### src/rtl/sync_fifo_pkg.sv
// ---------------------------------------------------------------------------
// sync_fifo_pkg
// Shared constants and helpers for the sync_fifo_flags FIFO.
//   ptr_w()         : pointer/count width for a given depth (index bits + wrap bit)
//   DEF_* constants : default width, depth and almost-empty threshold
// ---------------------------------------------------------------------------
package sync_fifo_pkg;

    localparam int DEF_WIDTH     = 16;
    localparam int DEF_DEPTH     = 8;
    localparam int DEF_AE_THRESH = 2;

    // Index bits plus one wrap bit; also wide enough to hold 0..Depth.
    function automatic int ptr_w(input int depth);
        return $clog2(depth) + 1;
    endfunction

    // The default almost-full threshold sits two entries below full.
    function automatic int def_af_thresh(input int depth);
        return depth - 2;
    endfunction

endpackage

### src/rtl/sync_fifo_flags_if.sv
// ---------------------------------------------------------------------------
// sync_fifo_flags_if
// Producer/consumer bus of the sync_fifo_flags FIFO.
//   write_en, d_in                 : push side
//   read_en, d_out                 : pop side
//   full, empty, almost_full,
//   almost_empty, count            : registered occupancy status
//   overflow, underflow            : one-cycle error pulses
// Modports: master (the logic using the FIFO), slave (the FIFO itself).
// ---------------------------------------------------------------------------
interface sync_fifo_flags_if
    import sync_fifo_pkg::*;
#(
    parameter int Width = DEF_WIDTH,
    parameter int Depth = DEF_DEPTH
);
    localparam int CW = ptr_w(Depth);

    logic             write_en;
    logic             read_en;
    logic [Width-1:0] d_in;
    logic [Width-1:0] d_out;
    logic             full;
    logic             empty;
    logic             almost_full;
    logic             almost_empty;
    logic [CW-1:0]    count;
    logic             overflow;
    logic             underflow;

    modport master (
        output write_en, read_en, d_in,
        input  d_out, full, empty, almost_full, almost_empty, count,
               overflow, underflow
    );

    modport slave (
        input  write_en, read_en, d_in,
        output d_out, full, empty, almost_full, almost_empty, count,
               overflow, underflow
    );

endinterface

### src/rtl/sync_fifo_flags_mem.sv
// ---------------------------------------------------------------------------
// fifo_mem_2p
// Register-array storage for the FIFO: one synchronous write port and one
// asynchronous (combinational) read port. Contents are never reset.
//   clk          : write clock
//   we, waddr,
//   wdata        : write port, sampled on the rising edge
//   raddr, rdata : combinational read port
// ---------------------------------------------------------------------------
module fifo_mem_2p #(
    parameter  int Width = 16,
    parameter  int Depth = 8,
    localparam int AW    = $clog2(Depth)
) (
    input  logic             clk,
    input  logic             we,
    input  logic [AW-1:0]    waddr,
    input  logic [Width-1:0] wdata,
    input  logic [AW-1:0]    raddr,
    output logic [Width-1:0] rdata
);

    logic [Width-1:0] mem [Depth];

    always_ff @(posedge clk) begin
        if (we) begin
            mem[waddr] <= wdata;
        end
    end

    assign rdata = mem[raddr];

endmodule

### src/rtl/sync_fifo_flags.sv
// ---------------------------------------------------------------------------
// sync_fifo_flags
// Single-clock FIFO with occupancy count, almost-full/almost-empty flags and
// overflow/underflow error pulses.
//   clk : rising-edge clock
//   rst : asynchronous, active-high reset (clears pointers, count, flags,
//         d_out; storage is left untouched)
//   bus : sync_fifo_flags_if.slave (push/pop handshake, data, status)
// Build option: define SYNC_FIFO_FWFT_EN for first-word-fall-through reads
// (head word shown on d_out combinationally, 0 while empty). Without it,
// d_out is registered with one cycle of read latency.
// ---------------------------------------------------------------------------
module sync_fifo_flags
    import sync_fifo_pkg::*;
#(
    parameter int Width     = DEF_WIDTH,
    parameter int Depth     = DEF_DEPTH,
    parameter int AF_THRESH = def_af_thresh(Depth),
    parameter int AE_THRESH = DEF_AE_THRESH
) (
    input logic             clk,
    input logic             rst,
    sync_fifo_flags_if.slave bus
);

    localparam int PW = ptr_w(Depth);
    localparam int AW = PW - 1;

    logic [PW-1:0]    wr_ptr;
    logic [PW-1:0]    rd_ptr;
    logic [PW-1:0]    count;
    logic [PW-1:0]    count_nxt;
    logic             wr_acc;
    logic             rd_acc;
    logic [Width-1:0] rd_data;
    logic             full_q;
    logic             empty_q;
    logic             almost_full_q;
    logic             almost_empty_q;
    logic             overflow_q;
    logic             underflow_q;

`ifndef SYNTHESIS
    if (Depth < 2 || (Depth & (Depth - 1)) != 0) begin : g_depth_chk
        $error("sync_fifo_flags: Depth must be a power of 2 and at least 2");
    end
    if (AF_THRESH < 0 || AF_THRESH > Depth) begin : g_af_chk
        $error("sync_fifo_flags: AF_THRESH must lie in 0..Depth");
    end
    if (AE_THRESH < 0 || AE_THRESH > Depth) begin : g_ae_chk
        $error("sync_fifo_flags: AE_THRESH must lie in 0..Depth");
    end
`endif

    // A read on a full FIFO frees the slot the write lands in, so both go
    // through. On an empty FIFO the write is taken but the read is refused.
    assign wr_acc    = bus.write_en & (~full_q | bus.read_en);
    assign rd_acc    = bus.read_en & ~empty_q;
    assign count_nxt = count + PW'(wr_acc) - PW'(rd_acc);

    fifo_mem_2p #(
        .Width (Width),
        .Depth (Depth)
    ) u_mem (
        .clk   (clk),
        .we    (wr_acc),
        .waddr (wr_ptr[AW-1:0]),
        .wdata (bus.d_in),
        .raddr (rd_ptr[AW-1:0]),
        .rdata (rd_data)
    );

    // Pointers, count and flags: flags come from the next count so they
    // change on the same edge as count itself.
    always_ff @(posedge clk or posedge rst) begin
        if (rst) begin
            wr_ptr         <= '0;
            rd_ptr         <= '0;
            count          <= '0;
            full_q         <= 1'b0;
            empty_q        <= 1'b1;
            almost_full_q  <= 1'b0;
            almost_empty_q <= 1'b1;
            overflow_q     <= 1'b0;
            underflow_q    <= 1'b0;
        end else begin
            if (wr_acc) begin
                wr_ptr <= wr_ptr + PW'(1);
            end
            if (rd_acc) begin
                rd_ptr <= rd_ptr + PW'(1);
            end
            count          <= count_nxt;
            full_q         <= (count_nxt == PW'(Depth));
            empty_q        <= (count_nxt == '0);
            almost_full_q  <= (count_nxt >= PW'(AF_THRESH));
            almost_empty_q <= (count_nxt <= PW'(AE_THRESH));
            overflow_q     <= bus.write_en & full_q & ~bus.read_en;
            underflow_q    <= bus.read_en & empty_q;
        end
    end

`ifdef SYNC_FIFO_FWFT_EN
    // Head word falls through to the output; blank while nothing is stored.
    assign bus.d_out = empty_q ? '0 : rd_data;
`else
    logic [Width-1:0] d_out_p0;

    // Output register: loads the head word on an accepted read, else holds.
    always_ff @(posedge clk or posedge rst) begin
        if (rst) begin
            d_out_p0 <= '0;
        end else if (rd_acc) begin
            d_out_p0 <= rd_data;
        end
    end

    assign bus.d_out = d_out_p0;
`endif

    assign bus.count        = count;
    assign bus.full         = full_q;
    assign bus.empty        = empty_q;
    assign bus.almost_full  = almost_full_q;
    assign bus.almost_empty = almost_empty_q;
    assign bus.overflow     = overflow_q;
    assign bus.underflow    = underflow_q;

endmodule
### src/flat_wrapper.sv
// flat-port wrapper written by rule: the top's interface ports become plain ports
module sync_fifo_flags_flat import sync_fifo_pkg::*;
#(
    parameter int Width     = DEF_WIDTH,
    parameter int Depth     = DEF_DEPTH,
    parameter int AF_THRESH = def_af_thresh(Depth),
    parameter int AE_THRESH = DEF_AE_THRESH
)
  (clk, rst, bus_write_en, bus_read_en, bus_d_in, bus_d_out, bus_full, bus_empty, bus_almost_full, bus_almost_empty, bus_count, bus_overflow, bus_underflow);
  sync_fifo_flags_if #(.Width(Width), .Depth(Depth)) bus_i ();
  input logic clk;
  input logic rst;
  input wire logic [$bits(bus_i.write_en)-1:0] bus_write_en;
  input wire logic [$bits(bus_i.read_en)-1:0] bus_read_en;
  input wire logic [$bits(bus_i.d_in)-1:0] bus_d_in;
  output wire logic [$bits(bus_i.d_out)-1:0] bus_d_out;
  output wire logic [$bits(bus_i.full)-1:0] bus_full;
  output wire logic [$bits(bus_i.empty)-1:0] bus_empty;
  output wire logic [$bits(bus_i.almost_full)-1:0] bus_almost_full;
  output wire logic [$bits(bus_i.almost_empty)-1:0] bus_almost_empty;
  output wire logic [$bits(bus_i.count)-1:0] bus_count;
  output wire logic [$bits(bus_i.overflow)-1:0] bus_overflow;
  output wire logic [$bits(bus_i.underflow)-1:0] bus_underflow;
  assign bus_i.write_en = bus_write_en;
  assign bus_i.read_en = bus_read_en;
  assign bus_i.d_in = bus_d_in;
  assign bus_d_out = bus_i.d_out;
  assign bus_full = bus_i.full;
  assign bus_empty = bus_i.empty;
  assign bus_almost_full = bus_i.almost_full;
  assign bus_almost_empty = bus_i.almost_empty;
  assign bus_count = bus_i.count;
  assign bus_overflow = bus_i.overflow;
  assign bus_underflow = bus_i.underflow;
  sync_fifo_flags #(.Width(Width), .Depth(Depth), .AF_THRESH(AF_THRESH), .AE_THRESH(AE_THRESH)) u_core (.clk(clk), .rst(rst), .bus(bus_i));
endmodule
### config.mk
export PLATFORM = sky130hd
export DESIGN_NAME = sync_fifo_flags_flat
export DESIGN_NICKNAME = d
export VERILOG_FILES = /design/src/rtl/sync_fifo_pkg.sv /design/src/rtl/sync_fifo_flags_if.sv /design/src/rtl/sync_fifo_flags_mem.sv /design/src/rtl/sync_fifo_flags.sv /design/src/flat_wrapper.sv
export SDC_FILE = /design/constraint.sdc
export NUM_CORES = 1
export LEC_CHECK = 0
export ABC_AREA = 1
export CORE_UTILIZATION = 45
export DETAILED_ROUTE_END_ITERATION = 10
export MAX_ROUTING_LAYER = met4
export PLACE_DENSITY = 0.7
export SYNTH_ARGS = -nofsm -noshare
export SYNTH_HDL_FRONTEND = slang
export SYNTH_SLANG_ARGS = --single-unit
### constraint.sdc
create_clock -name clk -period 2.36 [get_ports clk]
set_input_delay 0.472 -clock clk [delete_from_list [all_inputs] [get_ports clk]]
set_output_delay 0.472 -clock clk [all_outputs]
set_load 0.01 [all_outputs]
# Word level (Yosys, flattened, before mapping)
# Memory sizes are Yosys's and may differ from the RTL's. A register that Yosys moved wholly into a read port is not among the register bits.
# Index checks and enable logic that the tools add are counted.
# op_classes
addsub	4
multipliers	0
n_div	0
magnitude_cmp	2
n_eq_ne	1
shifts	0
mux	2
bitwise	9
reduce_logical	1
# op_table
op	count
$add A4 B1 Y4 const B	2
$and A1 B1 Y1	5
$add A4 B1 Y4	1
$eq A4 B4 Y1 const B	1
$ge A4 B3 Y1 const B	1
$le A4 B2 Y1 const B	1
$logic_not A4 Y1	1
$sub A4 B1 Y4	1
$not A1 Y1	3
$mux W1	2
$or A1 B1 Y1	1
# totals
ff_bits	18
latchBits	0
ramBits	128
romBits	0
input_bits	20
output_inout_bits	26
word_cells	29
n_memories	1
# mem_list
memory	depth	width	read_ports	rd_clocked_by_memory_dff	wr	line	text
u_core.u_mem.mem	8	16	1	1	1	sync_fifo_flags_mem.sv:23	logic [Width-1:0] mem [Depth];

# Logic depth before layout (Yosys ltp)
# logic_depth
depth_word	6
mapped_depth	12
mapped_depth_nobuf	11

# Hierarchy
# Synthesis repeated with hierarchy kept, for this count alone.
# hier_totals
hier_cells	719
area_unflattened_um2	7040.5
# modules_own_cells
module	n_inst	cells_per_inst	area_per_inst_um2	seq_area_each_um2
fifo_mem_2p	1	571	5669.2	3843.7
sync_fifo_flags	1	148	1371.3	803.3

# Worst setup path before layout
# Ideal clock, no wire load.
# synth_timing
path_kind	register to register
start	reg u_core.empty_q (netlist: u_core.bus.empty)
end	reg u_core.empty_q (netlist: u_core.bus.empty)
setup_time_ps	67
arrival_time_ps	2077
path_slack_ps	216
stages_incl_launch_ff	10
n_path_buf	1
synth_period_minus_slack_ps	2144
cell_sequence	dfstp_2 > nor2_2 > buf_2 > ha_1 > inv_1 > ha_1 > fa_1 > xnor2_1 > nand2_1 > nor2_1
# synth_via
elab_chain_len	4
# synth_lines
element	line	text
start: declaration	sync_fifo_flags.sv:37	logic empty_q;
start signal: assignment	sync_fifo_flags.sv:95	empty_q <= (count_nxt == '0);
$not A1 Y1	sync_fifo_flags.sv:58	assign rd_acc = bus.read_en & ~empty_q;
$and A1 B1 Y1	sync_fifo_flags.sv:58	
via u_core.rd_acc	sync_fifo_flags.sv:34	logic rd_acc;
$sub A4 B1 Y4	sync_fifo_flags.sv:59	assign count_nxt = count + PW'(wr_acc) - PW'(rd_acc);
$logic_not A4 Y1	sync_fifo_flags.sv:95	
# The timed path passes the listed nets, and every way through them passes these cells.
# A chain may end at the register's enable or synchronous reset.

# Final worst setup path
# layout_timing
start	reg u_core.empty_q (netlist: u_core.bus.empty)
end	reg u_core.empty_q (netlist: u_core.bus.empty)
# layout_via
elab_chain_len	4
# layout_lines
element	line
$not A1 Y1	sync_fifo_flags.sv:58
$and A1 B1 Y1	sync_fifo_flags.sv:58
$sub A4 B1 Y4	sync_fifo_flags.sv:59
$logic_not A4 Y1	sync_fifo_flags.sv:95
# Every way passes these cells.

==> flow_summary.json <==
{
  "clockRootBuffer": "clkbuf_16",
  "setup_tns_ns": 0,
  "grt_overflow": 0,
  "cts_htree_levels": 4,
  "required_ns": 2.72,
  "crit_chain": "nor2_2, ha_1, inv_1, ha_1, fa_1, xnor2_1, nand2_1, nor2_1",
  "slowest_delay_ns": 0.56,
  "synthesis.area_sq_um": 6764,
  "ant_nets": 0,
  "post_dp_cell_area_sq_um": 7490,
  "nFillCells": 1148,
  "vias_per_cell": 5.055,
  "critical_path.startpoint": "u_core.bus.empty",
  "drc": 0,
  "dr_total_vias": 4575,
  "yosys_warnings": 0,
  "cellLeakagePower_nw": 3.580,
  "start_util_pct": 46.36,
  "insertion_delay_ns": 0.42,
  "stdcell_count": 905,
  "finalMaxSlewViolations": 0,
  "cp-start-kind": "flop",
  "synth.yosys.seq_area_share_pct": 68.70,
  "cts_made_buffers": 17,
  "netlist_instances": 644,
  "final_nets": 735,
  "ios": 46,
  "fp.dieH_microns": 124.6,
  "critical_path.most_common_cell": "ha_1",
  "gp_congestion": 0.8807,
  "fin_crit_sh_pct": 88.95,
  "post-place-cells": 873,
  "die_area_sq_um": 15530,
  "cp_max_fo": 4,
  "fin_skew_ns": 0.008202,
  "r2r_slack_ns": 0.26,
  "first_global_vias": 4466,
  "status": "finished clean",
  "multi_input_area_sq_um": 1518,
  "grt_max_degree": 54,
  "setup_violations": 0,
  "grt_pass1_wl_microns": 23460,
  "syn_nets": 671,
  "reg2reg_to": "u_core.bus.empty",
  "clk_pin_slew_ns": 0.06,
  "slew_headroom_pct": 46.73,
  "critical_path_class": "reg -> reg",
  "p_per_area_nw_per_um2": 1220,
  "cts_resized": 0,
  "rows": 44,
  "wl_per_cell_microns": 16.04,
  "critPathSlowestCell": "dfstp_2",
  "antenna_found_initial": 0,
  "dpl.hpwl_microns": 9358,
  "final_hold_viol_count": 0,
  "maxCapViolations": 0,
  "period_minus_slack_ns": 2.099,
  "rsz0062_at_grt": "false",
  "die_x_microns": 124.6,
  "yosysUniqueCellTypes": 21,
  "port-buffer-count": 45,
  "timing.rr.start": "u_core.bus.empty",
  "syn_avg_cell_area_sq_um": 10.50,
  "core-area_sq_um": 14590,
  "clock_sinks": 160,
  "firstDrtPassIters": 5,
  "cts_setup_buffers": 0,
  "fmax_mhz": 476.4,
  "reg2regPathDepth": 8,
  "drive_above_1_share_pct": 8.599,
  "track_usage_pct": 20.55,
  "design_area_sq_um": 8088,
  "cts_tree": "done",
  "synthToLayoutAreaGrowth_pct": 19.57,
  "worstSetupEndpointType": "flop",
  "postRouteWirelength_microns": 14510,
  "seq_area_sq_um": 4648,
  "hold_class": "in -> async",
  "arrival_ns": 2.46,
  "vdd.ir_drop.worst_uv": 700.9,
  "synth-seq-cells": 160,
  "cts_hold_buf": 0,
  "max_slew.worst_pin.slew_ns": 0.7981,
  "drtIter0Drc": 587,
  "postLayoutCoreUtil_pct": 55.44,
  "clock_path_buffers": 2,
  "diodes": 0
}
[cell type report]
cell class	count	area share, %
Clock buffer	19	5.353
Clock inverter	13	2.042
Inverter	116	5.384
Tap cell	184	2.847
Sequential cell	160	57.47
Multi-Input combinational cell	342	18.77
Timing Repair Buffer	71	8.137
[layout by cell type, fill, tap and decap left out, types with 6 or more instances in the layout]
master,Yosys,routed
nand2_1,210,210
edfxtp_1,128,128
inv_1,113,113
nand3_1,99,99
clkdlybuf4s50_1,0,45
dfrtp_1,30,29
buf_4,2,25
clkbuf_16,0,17
nor2_1,13,13
ha_1,6,6
[worst max-delay path, delay by kind of cell, from the launching register on]
| kind | cells | cell delay [ns] |
|---|---|---|
| XOR/XNOR | 1 | 0.28 |
| adder cells (fa/ha/maj) | 3 | 0.86 |
| buffers and inverters | 1 | 0.04 |
| flip-flops | 1 | 0.56 |
| AND/OR/NAND/NOR | 3 | 0.30 |
[per-layer routing]
metal	vias to the layer above	track usage [%]	part of all wire (%)	wire length, microns
li1	2177	-	-	-
met1	2177	28.71	46	6678
met2	194	29.57	44	6457
met3	27	4.897	7.3	1056
met4	0	6.875	2.2	322
met5	-	-	0	0
[synthesized netlist by cell type]
cell,number,share of area [%]
a21oi_1,1,0.074
buf_2,17,1.3
buf_4,2,0.22
buf_6,5,0.83
clkbuf_1,2,0.11
clkinv_1,1,0.055
dfrtp_1,30,11
dfstp_2,2,0.78
edfxtp_1,128,57
fa_1,1,0.30
ha_1,6,1.1
inv_1,113,6.3
inv_2,2,0.11
nand2_1,210,12
nand3_1,99,7.3
nor2_1,13,0.72
nor2_2,1,0.093
o21ai_0,4,0.30
or2_2,1,0.093
xnor2_1,2,0.26
xor2_1,4,0.52
[worst max-delay path by stage]
stage | to | cells past startpoint
floorplan | u_core.bus.empty | 9
global placement | u_core.bus.almost_empty | 10
detailed placement | u_core.bus.empty | 10
CTS | u_core.bus.empty | 8
global route | u_core.bus.empty | 10
finish | u_core.bus.empty | 8
[through the flow]
step           hold slack [ns]  setup slack (ns)  power, mW
2_1_floorplan           0.4926            0.2156      6.007
3_3_place_gp            0.4646          -0.09843      6.992
3_5_place_dp            0.4698           -0.1910      7.131
4_1_cts                 0.4831            0.2296      9.880
5_1_grt                 0.5132           0.03585      10.45
6_report                0.4599            0.2609      9.866
[power by group]
part           leakage (nW)  total (mW)  internal, mW  switching (mW)
Clock                 0.281        2.75          1.66            1.08
Sequential             1.55        3.80          3.59           0.209
Combinational          1.75        3.32          1.21            2.11
Total                  3.58        9.87          6.47            3.40
[state kept, by name, indices dropped and copies added (netlist names)]
name and count:
u_core.u_mem.mem 128, u_core.bus.underflow 1, u_core.wr_ptr 3, u_core.bus.d_out 16, u_core.bus.overflow 1, u_core.bus.almost_full 1
u_core.bus.almost_empty 1, u_core.bus.empty 1, u_core.bus.full 1, u_core.bus.count 4, u_core.rd_ptr 3
[kinds of logic after synthesis]
group	share of synthesized area, %
simple gates	19.89
flops	68.70
buf+inv	8.860
fa+ha+maj	1.406
xor+xnor	0.7769
compound gates	0.3699
No activity file was read; power rests on OpenSTA's default activity.
